**src/rtl/perf_mon_pkg.sv**
```systemverilog
// perf_mon_pkg: shared constants and types for the perf_mon_ctrl performance monitor.
// MMIO word offsets, CTRL/STATUS bit positions, dump length, counter index and
// dump FSM state encodings, plus the snapshot byte-select helper.
package perf_mon_pkg;

   localparam int unsigned DUMP_BYTES = 32;

   // MMIO word offsets, i.e. byte address bits [5:2]
   localparam logic [3:0] WORD_CTRL   = 4'd0;
   localparam logic [3:0] WORD_STATUS = 4'd1;
   localparam logic [3:0] WORD_CYC_LO = 4'd2;
   localparam logic [3:0] WORD_CYC_HI = 4'd3;
   localparam logic [3:0] WORD_INS_LO = 4'd4;
   localparam logic [3:0] WORD_INS_HI = 4'd5;
   localparam logic [3:0] WORD_BR_LO  = 4'd6;
   localparam logic [3:0] WORD_BR_HI  = 4'd7;
   localparam logic [3:0] WORD_MIS_LO = 4'd8;
   localparam logic [3:0] WORD_MIS_HI = 4'd9;

   // CTRL and STATUS bit positions
   localparam int unsigned CTRL_RUN  = 0;
   localparam int unsigned CTRL_CLR  = 1;
   localparam int unsigned CTRL_SNAP = 2;
   localparam int unsigned CTRL_DUMP = 3;
   localparam int unsigned STAT_RUN  = 0;
   localparam int unsigned STAT_BUSY = 1;

   typedef enum logic [1:0] {
      CNT_CYC = 2'd0,
      CNT_INS = 2'd1,
      CNT_BR  = 2'd2,
      CNT_MIS = 2'd3
   } cnt_idx_e;

   typedef enum logic {
      ST_IDLE = 1'b0,
      ST_SEND = 1'b1
   } dump_state_e;

   // Byte idx of the flattened {MIS, INS... } image; byte 0 is CYC bits [7:0].
   function automatic logic [7:0] snap_byte(input logic [255:0] flat, input logic [4:0] idx);
      return flat[{idx, 3'b000} +: 8];
   endfunction

endpackage

```
**src/rtl/perf_mon_ctrl_if.sv**
```systemverilog
// perf_mon_ctrl_if: MMIO register window and byte-stream dump port of the
// performance monitor. master = CPU/sink side, slave = the monitor.
interface perf_mon_ctrl_if;
   logic        i_wr_en;
   logic        i_rd_en;
   logic [5:0]  i_addr;
   logic [31:0] i_wdata;
   logic [31:0] o_rdata;
   logic        o_dump_vld;
   logic [7:0]  o_dump_data;
   logic        i_dump_rdy;
   logic        o_dump_done;

   modport master (
      output i_wr_en, i_rd_en, i_addr, i_wdata, i_dump_rdy,
      input  o_rdata, o_dump_vld, o_dump_data, o_dump_done
   );

   modport slave (
      input  i_wr_en, i_rd_en, i_addr, i_wdata, i_dump_rdy,
      output o_rdata, o_dump_vld, o_dump_data, o_dump_done
   );
endinterface

```
**src/rtl/perf_counter.sv**
```systemverilog
// perf_counter: free-running event counter with enable and clear; clear wins
// over a simultaneous event. Wraps modulo 2^CNT_W.
module perf_counter #(
   parameter int CNT_W = 64
) (
   input  logic             i_clk,
   input  logic             i_reset,
   input  logic             i_en,
   input  logic             i_clr,
   output logic [CNT_W-1:0] o_cnt
);

   logic [CNT_W-1:0] cnt_r;

   // Count register: synchronous active-low reset, clear beats increment.
   always_ff @(posedge i_clk) begin
      if (!i_reset) begin
         cnt_r <= {CNT_W{1'b0}};
      end else if (i_clr) begin
         cnt_r <= {CNT_W{1'b0}};
      end else if (i_en) begin
         cnt_r <= cnt_r + CNT_W'(1);
      end else begin
         cnt_r <= cnt_r;
      end
   end

   assign o_cnt = cnt_r;

endmodule

```
**src/rtl/perf_mon_ctrl.sv**
```systemverilog
// perf_mon_ctrl: performance-monitor controller. Four live counters (cycles,
// retired, control-flow, mispredicts), a coherent snapshot readable over MMIO,
// and an optional byte-stream dump of the snapshot.
// Build option: define PERF_DUMP_EN to include the dump FSM and port; without
// it the dump outputs are tied low and the CTRL DUMP bit is ignored.
module perf_mon_ctrl
   import perf_mon_pkg::*;
#(
   parameter int CNT_W = 64
) (
   input  logic            i_clk,
   input  logic            i_reset,
   input  logic            i_insn_vld,
   input  logic            i_ctrl,
   input  logic            i_mispred,
   perf_mon_ctrl_if.slave  bus
);

   logic [3:0]       word_s;
   logic             wr_ctrl_s;
   logic             clr_s;
   logic             snap_req_s;
   logic             dump_req_s;
   logic             dump_busy_s;
   logic             run_r;
   logic [3:0]       ev_s;
   logic [CNT_W-1:0] live_s [4];
   logic [CNT_W-1:0] snap_r [4];
   logic [31:0]      rd_val_s;
   logic [31:0]      rdata_r;
   logic             unused_s;

   assign word_s     = bus.i_addr[5:2];
   assign wr_ctrl_s  = bus.i_wr_en && (word_s == WORD_CTRL);
   assign clr_s      = wr_ctrl_s && bus.i_wdata[CTRL_CLR];
   // A snapshot must stay frozen while it is being streamed out.
   assign snap_req_s = (wr_ctrl_s && bus.i_wdata[CTRL_SNAP] && !dump_busy_s) || dump_req_s;
   assign ev_s       = {i_mispred, i_ctrl, i_insn_vld, 1'b1};

   // RUN bit: updated by any CTRL write, also during a dump.
   always_ff @(posedge i_clk) begin
      if (!i_reset) begin
         run_r <= 1'b0;
      end else if (wr_ctrl_s) begin
         run_r <= bus.i_wdata[CTRL_RUN];
      end else begin
         run_r <= run_r;
      end
   end

   perf_counter #(.CNT_W(CNT_W)) u_cyc (
      .i_clk(i_clk), .i_reset(i_reset), .i_en(run_r & ev_s[CNT_CYC]),
      .i_clr(clr_s), .o_cnt(live_s[CNT_CYC]));
   perf_counter #(.CNT_W(CNT_W)) u_ins (
      .i_clk(i_clk), .i_reset(i_reset), .i_en(run_r & ev_s[CNT_INS]),
      .i_clr(clr_s), .o_cnt(live_s[CNT_INS]));
   perf_counter #(.CNT_W(CNT_W)) u_br (
      .i_clk(i_clk), .i_reset(i_reset), .i_en(run_r & ev_s[CNT_BR]),
      .i_clr(clr_s), .o_cnt(live_s[CNT_BR]));
   perf_counter #(.CNT_W(CNT_W)) u_mis (
      .i_clk(i_clk), .i_reset(i_reset), .i_en(run_r & ev_s[CNT_MIS]),
      .i_clr(clr_s), .o_cnt(live_s[CNT_MIS]));

   // Snapshot capture: all four counters in one edge, pre-increment/pre-clear values.
   always_ff @(posedge i_clk) begin
      if (!i_reset) begin
         for (int i = 0; i < 4; i++) snap_r[i] <= {CNT_W{1'b0}};
      end else if (snap_req_s) begin
         for (int i = 0; i < 4; i++) snap_r[i] <= live_s[i];
      end else begin
         for (int i = 0; i < 4; i++) snap_r[i] <= snap_r[i];
      end
   end

   // Read mux: counter words always come from the snapshot, unmapped words read 0.
   always_comb begin
      rd_val_s = 32'h0000_0000;
      case (word_s)
         WORD_CTRL:   rd_val_s[CTRL_RUN] = run_r;
         WORD_STATUS: begin
            rd_val_s[STAT_RUN]  = run_r;
            rd_val_s[STAT_BUSY] = dump_busy_s;
         end
         WORD_CYC_LO: rd_val_s = snap_r[CNT_CYC][31:0];
         WORD_CYC_HI: rd_val_s = snap_r[CNT_CYC][63:32];
         WORD_INS_LO: rd_val_s = snap_r[CNT_INS][31:0];
         WORD_INS_HI: rd_val_s = snap_r[CNT_INS][63:32];
         WORD_BR_LO:  rd_val_s = snap_r[CNT_BR][31:0];
         WORD_BR_HI:  rd_val_s = snap_r[CNT_BR][63:32];
         WORD_MIS_LO: rd_val_s = snap_r[CNT_MIS][31:0];
         WORD_MIS_HI: rd_val_s = snap_r[CNT_MIS][63:32];
         default:     rd_val_s = 32'h0000_0000;
      endcase
   end

   // Read data register: loads only on a read strobe, otherwise holds.
   always_ff @(posedge i_clk) begin
      if (!i_reset) begin
         rdata_r <= 32'h0000_0000;
      end else if (bus.i_rd_en) begin
         rdata_r <= rd_val_s;
      end else begin
         rdata_r <= rdata_r;
      end
   end

   assign bus.o_rdata = rdata_r;

`ifdef PERF_DUMP_EN
   dump_state_e        state_r;
   logic [4:0]         idx_r;
   logic               dump_vld_r;
   logic [7:0]         dump_data_r;
   logic               dump_done_r;
   logic [4*CNT_W-1:0] live_flat_s;
   logic [4*CNT_W-1:0] snap_flat_s;

   assign live_flat_s = {live_s[3], live_s[2], live_s[1], live_s[0]};
   assign snap_flat_s = {snap_r[3], snap_r[2], snap_r[1], snap_r[0]};
   assign dump_busy_s = (state_r == ST_SEND);
   assign dump_req_s  = wr_ctrl_s && bus.i_wdata[CTRL_DUMP] && !dump_busy_s;

   // Dump sequencer: byte 0 is taken from the live values being captured this edge.
   always_ff @(posedge i_clk) begin
      if (!i_reset) begin
         state_r     <= ST_IDLE;
         idx_r       <= 5'd0;
         dump_vld_r  <= 1'b0;
         dump_data_r <= 8'h00;
         dump_done_r <= 1'b0;
      end else begin
         dump_done_r <= 1'b0;
         case (state_r)
            ST_IDLE: begin
               if (dump_req_s) begin
                  state_r     <= ST_SEND;
                  idx_r       <= 5'd0;
                  dump_vld_r  <= 1'b1;
                  dump_data_r <= snap_byte(live_flat_s, 5'd0);
               end else begin
                  state_r     <= ST_IDLE;
                  dump_vld_r  <= 1'b0;
                  dump_data_r <= 8'h00;
               end
            end
            ST_SEND: begin
               if (bus.i_dump_rdy) begin
                  if (idx_r == 5'(DUMP_BYTES - 1)) begin
                     state_r     <= ST_IDLE;
                     idx_r       <= 5'd0;
                     dump_vld_r  <= 1'b0;
                     dump_data_r <= 8'h00;
                     dump_done_r <= 1'b1;
                  end else begin
                     idx_r       <= idx_r + 5'd1;
                     dump_data_r <= snap_byte(snap_flat_s, idx_r + 5'd1);
                  end
               end else begin
                  idx_r       <= idx_r;
                  dump_data_r <= dump_data_r;
               end
            end
            default: begin
               state_r     <= ST_IDLE;
               idx_r       <= 5'd0;
               dump_vld_r  <= 1'b0;
               dump_data_r <= 8'h00;
            end
         endcase
      end
   end

   assign bus.o_dump_vld  = dump_vld_r;
   assign bus.o_dump_data = dump_data_r;
   assign bus.o_dump_done = dump_done_r;
   assign unused_s        = ^{bus.i_wdata[31:4], bus.i_addr[1:0]};
`else
   assign dump_busy_s     = 1'b0;
   assign dump_req_s      = 1'b0;
   assign bus.o_dump_vld  = 1'b0;
   assign bus.o_dump_data = 8'h00;
   assign bus.o_dump_done = 1'b0;
   assign unused_s        = ^{bus.i_wdata[31:3], bus.i_addr[1:0], bus.i_dump_rdy};
`endif

endmodule

```
**src/flat_wrapper.sv**
```systemverilog
// flat-port wrapper written by rule: the top's interface ports become plain ports
module perf_mon_ctrl_flat import perf_mon_pkg::*;
#(
   parameter int CNT_W = 64
)
  (i_clk, i_reset, i_insn_vld, i_ctrl, i_mispred, bus_i_wr_en, bus_i_rd_en, bus_i_addr, bus_i_wdata, bus_i_dump_rdy, bus_o_rdata, bus_o_dump_vld, bus_o_dump_data, bus_o_dump_done);
  perf_mon_ctrl_if bus_i ();
  input  logic i_clk;
  input  logic i_reset;
  input  logic i_insn_vld;
  input  logic i_ctrl;
  input  logic i_mispred;
  input wire logic [$bits(bus_i.i_wr_en)-1:0] bus_i_wr_en;
  input wire logic [$bits(bus_i.i_rd_en)-1:0] bus_i_rd_en;
  input wire logic [$bits(bus_i.i_addr)-1:0] bus_i_addr;
  input wire logic [$bits(bus_i.i_wdata)-1:0] bus_i_wdata;
  input wire logic [$bits(bus_i.i_dump_rdy)-1:0] bus_i_dump_rdy;
  output wire logic [$bits(bus_i.o_rdata)-1:0] bus_o_rdata;
  output wire logic [$bits(bus_i.o_dump_vld)-1:0] bus_o_dump_vld;
  output wire logic [$bits(bus_i.o_dump_data)-1:0] bus_o_dump_data;
  output wire logic [$bits(bus_i.o_dump_done)-1:0] bus_o_dump_done;
  assign bus_i.i_wr_en = bus_i_wr_en;
  assign bus_i.i_rd_en = bus_i_rd_en;
  assign bus_i.i_addr = bus_i_addr;
  assign bus_i.i_wdata = bus_i_wdata;
  assign bus_i.i_dump_rdy = bus_i_dump_rdy;
  assign bus_o_rdata = bus_i.o_rdata;
  assign bus_o_dump_vld = bus_i.o_dump_vld;
  assign bus_o_dump_data = bus_i.o_dump_data;
  assign bus_o_dump_done = bus_i.o_dump_done;
  perf_mon_ctrl #(.CNT_W(CNT_W)) u_core (.i_clk(i_clk), .i_reset(i_reset), .i_insn_vld(i_insn_vld), .i_ctrl(i_ctrl), .i_mispred(i_mispred), .bus(bus_i));
endmodule
```
**config.mk**
```make
export PLATFORM = sky130hd
export DESIGN_NAME = perf_mon_ctrl_flat
export DESIGN_NICKNAME = d
export VERILOG_FILES = /design/src/rtl/perf_mon_pkg.sv /design/src/rtl/perf_mon_ctrl_if.sv /design/src/rtl/perf_counter.sv /design/src/rtl/perf_mon_ctrl.sv /design/src/flat_wrapper.sv
export SDC_FILE = /design/constraint.sdc
export NUM_CORES = 1
export LEC_CHECK = 0
export CAP_MARGIN = 20
export CORE_UTILIZATION = 55
export CTS_BUF_LIST = sky130_fd_sc_hd__clkbuf_8
export CTS_CLUSTER_SIZE = 14
export DETAILED_ROUTE_END_ITERATION = 8
export PLACE_DENSITY = 0.84
export SLEW_MARGIN = 20
export SYNTH_ARGS = -nofsm -noshare
export SYNTH_HDL_FRONTEND = slang
export SYNTH_SLANG_ARGS = --single-unit
```
**constraint.sdc**
```tcl
create_clock -name i_clk -period 8 [get_ports i_clk]
set_input_delay 1.6 -clock i_clk [delete_from_list [all_inputs] [get_ports i_clk]]
set_output_delay 1.6 -clock i_clk [all_outputs]
set_load 0.02 [all_outputs]
```
; ---- After elaboration in Yosys (flattened, before gate mapping)
; Memories as Yosys holds them, arrays and structs flattened.
; Cells that the tools add are included.
[classes]
n_addsub = 4
mul = 0
div_mod_pow = 0
magnitude_cmp = 0
eq_ne = 10
shift = 0
n_mux = 18
bitwise = 12
reduce_logical = 7
[ops]
columns = op, n
row1 = 64-bit two-way mux, 8
row2 = "64-bit by 1-bit adder with 64-bit output, second input constant", 4
row3 = 30-bit one-hot mux with 8 select lines, 1
row4 = "4-bit by 3-bit equality test with 1-bit output, second input constant", 4
row5 = 1-bit one-hot mux with 9 select lines, 1
row6 = "4-bit by 2-bit equality test with 1-bit output, second input constant", 2
row7 = "4-bit equality test, second input constant", 2
row8 = 1-bit OR, 8
row9 = 1-bit one-hot mux with 8 select lines, 1
row10 = 1-bit two-way mux, 7
row11 = "4-bit by 1-bit equality test with 1-bit output, second input constant", 1
row12 = 4-bit logical NOT, 1
row13 = 2-bit OR reduction, 2
row14 = 1-bit AND, 3
row15 = 1-bit logical AND, 3
row16 = 2-bit AND reduction, 1
row17 = 0-bit inequality test, 1
row18 = 1-bit NOT, 1
[word_totals]
reg_bits = 289
latchBits = 0
ram_bits = 256
romBits = 0
out_inout_bits = 42
elab_cells = 58
memories = 1
[mem_list]
columns = name, depth, word_bits, rd, rd_clocked_by_memory_dff, write_ports, line
row1 = u_core.snap_r, 4, 64, 4, 0, 4, perf_mon_ctrl.sv:28  ; logic [CNT_W-1:0] snap_r [4];

; ---- Depth between registers and ports, before layout
; Gate-level depths: netlist of the first run.
[logic_depth]
word_depth = 8
ltp_mapped = 9
ltp_nobuf = 6

; ---- Modules after synthesis
; From an unflattened synthesis of the first run, not the netlist that was laid out.
[unflattened]
hier_cells = 2438
hier_area_um2 = 25499.5
[modules_own_cells]
columns = mod, instances, cells_per_inst, area_each_um2, seq_area_each_um2
row1 = perf_mon_ctrl, 1, 974, 13002.5, 8348.0
row2 = perf_counter, 4, 366, 3124.2, 1281.2

; ---- Least setup slack after synthesis of the first run
; No wires, ideal clock.
[synth_path]
kind = input to register
from = input port i_reset
to = memory u_core.snap_r[0][0], enable pin
arrival_time_ns = 6.594
slack_ns = -0.541
cell_stages = 4
path_cell_list = clkbuf_1 > clkbuf_1 > clkbuf_1 > nand2_1
[synth_lines]
columns = element, line
row1 = from (decl), flat_wrapper.sv:9  ; input logic i_reset;
row2 = to (decl), perf_mon_ctrl.sv:28

==> qor.txt, run 1 <==
OUTCOME
-----------------------------------------------------------------------------------------------------
Result of the run                                                                        finished clean

GLOBAL ROUTING
-----------------------------------------------------------------------------------------------------
Number of global-route vias before repair                                                       18010
Pin count of the biggest net entering global routing                                              141
Wire length of the first global-routing pass                                                100100 µm
Total grt overflow                                                                                  0
Total routing resource utilization after global routing                                        0.2881
Initial antenna violation count                                                                     2

TIMING
-----------------------------------------------------------------------------------------------------
Final-layout setup total negative slack                                                          0 ns
Final critical path time including I/O delays and setup                                      4.927 ns
Final clock period utilization by the worst path                                               0.6158
Slew at the pin closest to its max-slew limit                                                1.064 ns
Slew headroom                                                                                  0.2899
Final Hold Violating Endpoints                                                                      0
Fin. max-slew vios                                                                                  0
Max Clock Skew                                                                             0.02773 ns
Final setup violating endpoints                                                                     0
Maximum frequency from static timing analysis                                               203.0 MHz
Unrepaired setup endpoints after global routing                                                 false

LOGIC SYNTHESIS
-----------------------------------------------------------------------------------------------------
Share of synthesized area spent on multiplexers                                              0.003278
Xor and xnor fraction of the mapped netlist area                                              0.04732
Synth Warn #                                                                                        0
Sequential fraction of the synthesis area                                                      0.5515
Async set or reset register ratio after synthesis                                                   0
Synthesized netlist cell count                                                                   2374
Synth Flop Type                                                                          sky130_fd_sc_hd__dfxtp_1
Main combinational cell family by area after synthesis                                   simple AND/OR/NAND/NOR gates
Synthesized-area fraction occupied by and/or/nand/nor cells                                    0.2506
Post-synthesis share of cell area spent on full adders, half adders and majority gates       0.002049
Count of state elements after synthesis                                                           545
EDFF count, synth                                                                                 256
Cell area after synthesis                                                                 0.02443 mm²
Average cell area after synthesis                                                           10.29 µm²
Post-synth cell types                                                                              58
Compound-cell area share of the yosys netlist                                                  0.1153

ROUTE
-----------------------------------------------------------------------------------------------------
Vias per Instance                                                                               6.404
TritonRoute pass-1 iters                                                                            6
Wire length after detailed routing                                                           65540 µm
Iter 0 DRT Violations                                                                            2316
DR DRC count                                                                                        0
WL per Instance                                                                              21.52 µm
Vias after detailed routing                                                                     19500
Remaining number of nets flagged by the antenna check after routing                                 0

PLACE
-----------------------------------------------------------------------------------------------------
DPL Wire Length                                                                              44600 µm
Count of placed standard cells including taps                                                    2888
Number of input and output port buffers inserted                                                   45
Routability congestion estimate from global placement                                          0.9139

POWER
-----------------------------------------------------------------------------------------------------
Net switching component of the power                                                       0.001251 W
Share of total power in combinational logic                                                     0.034
Power per Cell Area                                                                      199.3 mW/mm²
Switching Fraction                                                                             0.2336
Leak pwr                                                                                     8.694 nW
Part of the total power dissipated in sequential elements                                       0.564
Design internal power                                                                      0.004106 W
Share of total power in the clock network                                                       0.402
Worst ir drop on vdd                                                                         138.9 µV

SETUP PATH
-----------------------------------------------------------------------------------------------------
Slowest cell delay on critical path                                                           0.84 ns
Worst r2r src                                                                            u_core.run_r
Crit-path cells                                                                          clkdlybuf4s50_1 -> nor4_1 -> and2_0 -> nand2_1 -> nand2_8 -> buf_12
Buffers and inverters on the worst path                                                             2
Data required time of the worst path                                                          8.28 ns
Endpoint type of the worst setup path                                                            flop
Start-to-end type of the worst setup path                                                   in -> reg
Reg-to-reg setup timing slack                                                                 4.88 ns
Critical path fanouts, max                                                                        117
Crit-path leading delay family                                                           simple AND/OR/NAND/NOR gates
Kind of launch point of the worst setup path                                             primary input
Slowest cell on the critical path                                                        sky130_fd_sc_hd__clkdlybuf4s50_1
Arrival @ worst endpoint                                                                      5.21 ns
CP startpoint                                                                            bus_i_addr[3]

CLOCK TREE
-----------------------------------------------------------------------------------------------------
Clock Pin Slew Worst Setup and Hold Paths                                                     0.06 ns
Cts repair resizes                                                                                  0
Root buffer cell                                                                         sky130_fd_sc_hd__clkbuf_8
Post-CTS setup buffer count                                                                         0
Source-to-sink clock delay at the later pin of the worst-skew pair                            0.66 ns
TritonCTS clock tree                                                                             done
Maximum clock insertion buffer count                                                                3
Clock buffer count from CTS                                                                        84
Number of hold buffers added after cts                                                              0
H-tree lvl count                                                                                    3
Clock net sink count                                                                              545

FLOORPLAN
-----------------------------------------------------------------------------------------------------
Floorplan die height                                                                         212.8 µm
Die area                                                                                  0.04526 mm²
Placement Rows                                                                                     76
Starting density of the core                                                                   0.5622
Die X-Extent                                                                                 212.8 µm
Count of boundary I/O pins                                                                         88
Placeable core area                                                                       0.04346 mm²

LAYOUT
-----------------------------------------------------------------------------------------------------
Most common library cell in the layout ignoring fill and taps                            sky130_fd_sc_hd__dfxtp_1
Fill cell total of the finished layout                                                           3403
Non-filler instance count after layout                                                           3045
Layout Nets                                                                                      2439
Proportion of layout cells with a drive suffix above 1                                        0.06220
Most frequent cells in the layout                                                        sky130_fd_sc_hd__dfxtp_1 (289), sky130_fd_sc_hd__and2_1 (267), sky130_fd_sc_hd__edfxtp_1 (256)
Relative area change from synthesis to final layout                                            10.06%
Ant. Diodes                                                                                         0

WORST HOLD PATH
-----------------------------------------------------------------------------------------------------
Hold Path Origin                                                                         u_core.u_ins.o_cnt[63]
Hold Crit Class                                                                            reg -> reg

FLOW RUN
-----------------------------------------------------------------------------------------------------
Max-capacitance violation count                                                                     0

## Yosys cell counts, drive strengths merged, types with 64 or more instances
| library cell | number | area [µm²] |
|---|---|---|
| dfxtp | 289 | 5786 |
| and2 | 269 | 1684 |
| edfxtp | 256 | 7687 |
| nor2 | 169 | 634.4 |
| clkbuf | 131 | 491.7 |
| nand4 | 112 | 719.4 |
| nand2 | 111 | 416.7 |
| a21oi | 110 | 550.5 |
| nand3 | 89 | 445.4 |
| xor2 | 68 | 595.6 |
| or4 | 66 | 499.2 |
| a22oi | 64 | 480.5 |
| xnor2 | 64 | 560.5 |
## per-layer routing
layer,GRT usage,vias up,share of wire
li1,-,8828,-
met1,0.3643,9463,0.39
met2,0.4733,1012,0.48
met3,0.05663,194,0.087
met4,0.1399,2,0.050
met5,0,-,0.00020
## through the flow
| step | utilization | setup WS, ns | hold slack [ns] | total power, W | area (µm²) |
|---|---|---|---|---|---|
| floorplan | - | 2.047 | 0.4473 | 0.003176 | 24470 |
| detailed placement | 0.5832 | 2.636 | 0.4670 | 0.003258 | 25340 |
| global placement | 0.5832 | 2.709 | 0.4568 | 0.003252 | 25340 |
| global route | 0.6187 | 3.078 | 0.5065 | 0.005506 | 26890 |
| CTS | 0.6187 | 3.332 | 0.4751 | 0.005368 | 26890 |
| finish | 0.6187 | 3.073 | 0.4703 | 0.005357 | 26890 |
## area by class of cell
| class | instances | area, µm² | share of cell area |
|---|---|---|---|
| flip-flops and latches | 545 | 13470 | 0.5011 |
| multi-input cells | 1655 | 10360 | 0.3854 |
| well taps | 585 | 732.0 | 0.02722 |
| clock inverters | 67 | 304.0 | 0.01131 |
| inverters | 35 | 131.4 | 0.004886 |
| repair buffers | 68 | 645.6 | 0.02401 |
| clock buffers | 90 | 1239 | 0.04607 |
## kinds of logic (layout without fill, tap and decap cells)
logic type,count (synthesis),in the layout
buffers and inverters,183,260
AO/OA/AOI/OAI,424,424
AND/OR/NAND/NOR,1077,1077
multiplexers,8,8
flip-flops,545,545
XOR/XNOR,132,132
other,1,10
adder cells (fa/ha/maj),4,4
## sequential cells by signal (all words and copies together), names as in the netlist
register and flops:
u_core.u_mis.o_cnt 64, u_core.u_cyc.o_cnt 64, u_core.u_ins.o_cnt 64, u_core.run_r 1, u_core.snap_r 256, u_core.bus.o_rdata 32
u_core.u_br.o_cnt 64
## tightest hold or removal path, cell delays in order, from the launching register on
cell and delay, ns:
sky130_fd_sc_hd__dfxtp_1 0.31, sky130_fd_sc_hd__o31ai_1 0.06, sky130_fd_sc_hd__a21oi_1 0.05
## path summary, 6_finish.rpt
path | endpoint | cells past startpoint
setup reg to reg | u_core.u_cyc.o_cnt[63] | 6
hold / removal | u_core.u_ins.o_cnt[63] | 2
hold reg to reg | u_core.u_ins.o_cnt[63] | 2
setup / recovery | u_core.snap_r[1][57] | 6
## power groups by stage
stage | combinational (W) | clock (W) | sequential [W]
floorplan | 0.000103 | 0 | 0.00307
global placement | 0.000173 | 0 | 0.00308
detailed placement | 0.000177 | 0 | 0.00308
CTS | 0.000178 | 0.00217 | 0.00302
global route | 0.000192 | 0.00229 | 0.00302
finish | 0.000182 | 0.00215 | 0.00302
Power figures use the tool's default switching activity.
==> inputs of run 2 (changes only) <==
--- a/config.mk
+++ b/config.mk
@@ -10,7 +10,7 @@
 export CTS_BUF_LIST = sky130_fd_sc_hd__clkbuf_8
 export CTS_CLUSTER_SIZE = 14
 export DETAILED_ROUTE_END_ITERATION = 8
-export PLACE_DENSITY = 0.84
+export PLACE_DENSITY = 0.81
 export SLEW_MARGIN = 20
 export SYNTH_ARGS = -nofsm -noshare
 export SYNTH_HDL_FRONTEND = slang
==> constraint.sdc (replaced) <==
create_clock -name i_clk -period 5.1 [get_ports i_clk]
set_input_delay 1.02 -clock i_clk [delete_from_list [all_inputs] [get_ports i_clk]]
set_output_delay 1.02 -clock i_clk [all_outputs]
set_load 0.02 [all_outputs]
==> run 2 against run 1 <==
Compared with the run above: routed wire length is 0.27% higher; non-clock buffer count is 11 higher; first-iteration DRC count is 4.5% lower; cell count is 0.49% higher; critical path type is now reg -> reg; highest routed layer unchanged.
==> qor.txt, run 2 (same netlist as run 1, synthesis figures left out) <==
WORST HOLD PATH
----------------------------------------------------------------------------------
Hold Crit Class                                                         reg -> reg

ROUTE
----------------------------------------------------------------------------------
Iter 0 DRT Violations                                                         2211   -4.5%
Vias per Instance                                                            6.340   -1.0%
DR DRC count                                                                     0   unchanged
Sum of met2 wire segment lengths after detailed routing                   30730 µm   -1.4%
Wire length after detailed routing                                        65720 µm   +0.27%
WL per Instance                                                           21.48 µm   -0.22%
Highest layer used for signal routing                                         met5
TritonRoute pass-1 iters                                                         6   unchanged
Met3 WL                                                                    5454 µm   -4.3%
Met1 wire length                                                          25770 µm   +1.4%
Remaining number of nets flagged by the antenna check after routing              0   unchanged
Vias after detailed routing                                                  19400   -0.51%

TIMING
----------------------------------------------------------------------------------
Maximum frequency from static timing analysis                            278.3 MHz
Final-layout setup total negative slack                                       0 ns   unchanged
Final Hold Violating Endpoints                                                   0   unchanged
Slew headroom                                                               0.3338   +0.04396
Slew at the pin closest to its max-slew limit                            0.9979 ns   -0.06571 ns
Max Clock Skew                                                          0.02207 ns   -0.005653 ns
Final clock period utilization by the worst path                            0.7047
Final critical path time including I/O delays and setup                   3.594 ns
Final setup violating endpoints                                                  0   unchanged
Fin. max-slew vios                                                               0   unchanged
Unrepaired setup endpoints after global routing                              false
Fin Hold WS                                                              0.4845 ns   +0.01417 ns
Final Worst Setup Slack                                                   1.506 ns   -1.567 ns

GLOBAL ROUTING
----------------------------------------------------------------------------------
Initial antenna violation count                                                  2   unchanged
Wire length of the first global-routing pass                             100300 µm   +0.23%
Total routing resource utilization after global routing                     0.2898   +0.001714
Total grt overflow                                                               0   unchanged
Pin count of the biggest net entering global routing                           102   -28%
Number of global-route vias before repair                                    17820   -1.0%

FLOORPLAN
----------------------------------------------------------------------------------
Placeable core area                                                    0.04346 mm²   unchanged
Die area                                                               0.04526 mm²   unchanged
Die X-Extent                                                              212.8 µm   unchanged
Starting density of the core                                                0.5622   unchanged
Count of boundary I/O pins                                                      88   unchanged
Placement Rows                                                                  76   unchanged
Floorplan die height                                                      212.8 µm   unchanged

CLOCK TREE
----------------------------------------------------------------------------------
H-tree lvl count                                                                 3   unchanged
Number of hold buffers added after cts                                           0   unchanged
Post-CTS setup buffer count                                                      0   unchanged
Clock Pin Slew Worst Setup and Hold Paths                                  0.06 ns   about the same
Source-to-sink clock delay at the later pin of the worst-skew pair         0.65 ns   about the same
Clock buffer count from CTS                                                     86   +2.4%
Root buffer cell                                                      sky130_fd_sc_hd__clkbuf_8
Clock net sink count                                                           545   unchanged
TritonCTS clock tree                                                          done
Cts repair resizes                                                               0   unchanged
Maximum clock insertion buffer count                                             3   unchanged

LAYOUT
----------------------------------------------------------------------------------
Area used by sequential logic in the layout                            0.01347 mm²   unchanged
Most frequent cells in the layout                                     sky130_fd_sc_hd__dfxtp_1 (289), sky130_fd_sc_hd__and2_1 (267), sky130_fd_sc_hd__edfxtp_1 (256)
Ant. Diodes                                                                      0   unchanged
Largest reg by FF count                                               u_core.snap_r
Footprint of the multi-input gates                                     0.01037 mm²   about the same
Most common library cell in the layout ignoring fill and taps         sky130_fd_sc_hd__dfxtp_1
Layout Nets                                                                   2452   +0.53%
Fill cell total of the finished layout                                        3400   -0.088%
Relative area change from synthesis to final layout                         11.05%
Number of flip-flops in the largest register                                   256   unchanged
Proportion of layout cells with a drive suffix above 1                     0.07071   +0.008512
Summed area of non-filler cells in the final layout                    0.02713 mm²   +0.90%

POWER
----------------------------------------------------------------------------------
Worst ir drop on vdd                                                      224.1 µV   +61%
Power per Cell Area                                                   315.6 mW/mm²   +58%
Leak pwr                                                                  8.793 nW   +1.1%
Total design power                                                      0.008563 W   +60%

FLOW RUN
----------------------------------------------------------------------------------
Max-capacitance violation count                                                  0   unchanged

PLACE
----------------------------------------------------------------------------------
Number of input and output port buffers inserted                                45   unchanged
Routability congestion estimate from global placement                       0.9407   +2.9%
Total cell area at the placement stage                                 0.02549 mm²   +0.56%
Pre-CTS setup slack                                                      0.9636 ns   -1.672 ns
DPL Wire Length                                                           45060 µm   +1.0%

SETUP PATH
----------------------------------------------------------------------------------
Arrival @ worst endpoint                                                   4.16 ns   -1.05 ns
Start-to-end type of the worst setup path                               reg -> reg
Endpoint type of the worst setup path                                         flop
Slowest cell on the critical path                                     sky130_fd_sc_hd__dfxtp_1
Slowest cell delay on critical path                                        0.98 ns   +0.14 ns
Critical path fanouts, max                                                      15   -87%
Data required time of the worst path                                       5.67 ns   -2.61 ns
Crit-path cells                                                       buf_4 -> nand2_1 -> nor4_1 -> nand4_1 -> or4_1 -> a21oi_1
Crit-path leading delay family                                        simple AND/OR/NAND/NOR gates
Buffers and inverters on the worst path                                          1   -1
Kind of launch point of the worst setup path                                  flop

OUTCOME
----------------------------------------------------------------------------------
Result of the run                                                     finished clean

## run 2: cell count changes in the layout (fill, tap and decap cells not counted), moves of 2 or more
cell	before	now
sky130_fd_sc_hd__buf_12	2	7
sky130_fd_sc_hd__clkinv_2	6	11
sky130_fd_sc_hd__clkinv_1	12	14
sky130_fd_sc_hd__clkbuf_8	90	97
sky130_fd_sc_hd__inv_1	79	69
sky130_fd_sc_hd__buf_4	22	28
## run 2: worst paths after layout
kind              cells after the start                endpoint  slack (ns)                    from
setup / recovery                      6  u_core.u_cyc.o_cnt[63]        1.51            u_core.run_r
setup reg to reg                      6  u_core.u_cyc.o_cnt[63]        1.51            u_core.run_r
hold reg to reg                       2  u_core.u_ins.o_cnt[63]        0.48  u_core.u_ins.o_cnt[63]
hold / removal                        2  u_core.u_ins.o_cnt[63]        0.48  u_core.u_ins.o_cnt[63]
## run 2: area by class of cell
class                           count  share of cell area
Clock buffer                       97             0.04921
Clock inverter                     64             0.01102
Inverter                           35            0.004843
Multi-Input combinational cell   1655              0.3822
Sequential cell                   545              0.4966
Tap cell                          585             0.02698
Timing Repair Buffer               79             0.02915
## run 2: power by group
| group | switching, W | internal (W) |
|---|---|---|
| Combinational | 0.000209 | 0.0000844 |
| Clock | 0.00173 | 0.00180 |
| Sequential | 0.0000597 | 0.00468 |
| Total | 0.00200 | 0.00657 |
## run 2: routing by layer
metal  up-vias  track usage
met1      9310       0.3768
li1       8869            -
met4         4       0.1593
met3       210      0.04677
met2      1006       0.4638
met5         -            0
## run 2: per-stage QoR
| stage | cells | util |
|---|---|---|
| 3_5_place_dp | 2899 | 0.5865 |
| 2_1_floorplan | 2383 | - |
| 4_1_cts | 3060 | 0.6241 |
| 6_report | 3060 | 0.6243 |
| 3_3_place_gp | 2898 | 0.5863 |
| 5_1_grt | 3060 | 0.6243 |
## run 2: tightest hold or removal path, delay by kind of cell, from the launching register on
family | cells | cell delay, ns
AO/OA/AOI/OAI | 2 | 0.12
flip-flops | 1 | 0.32
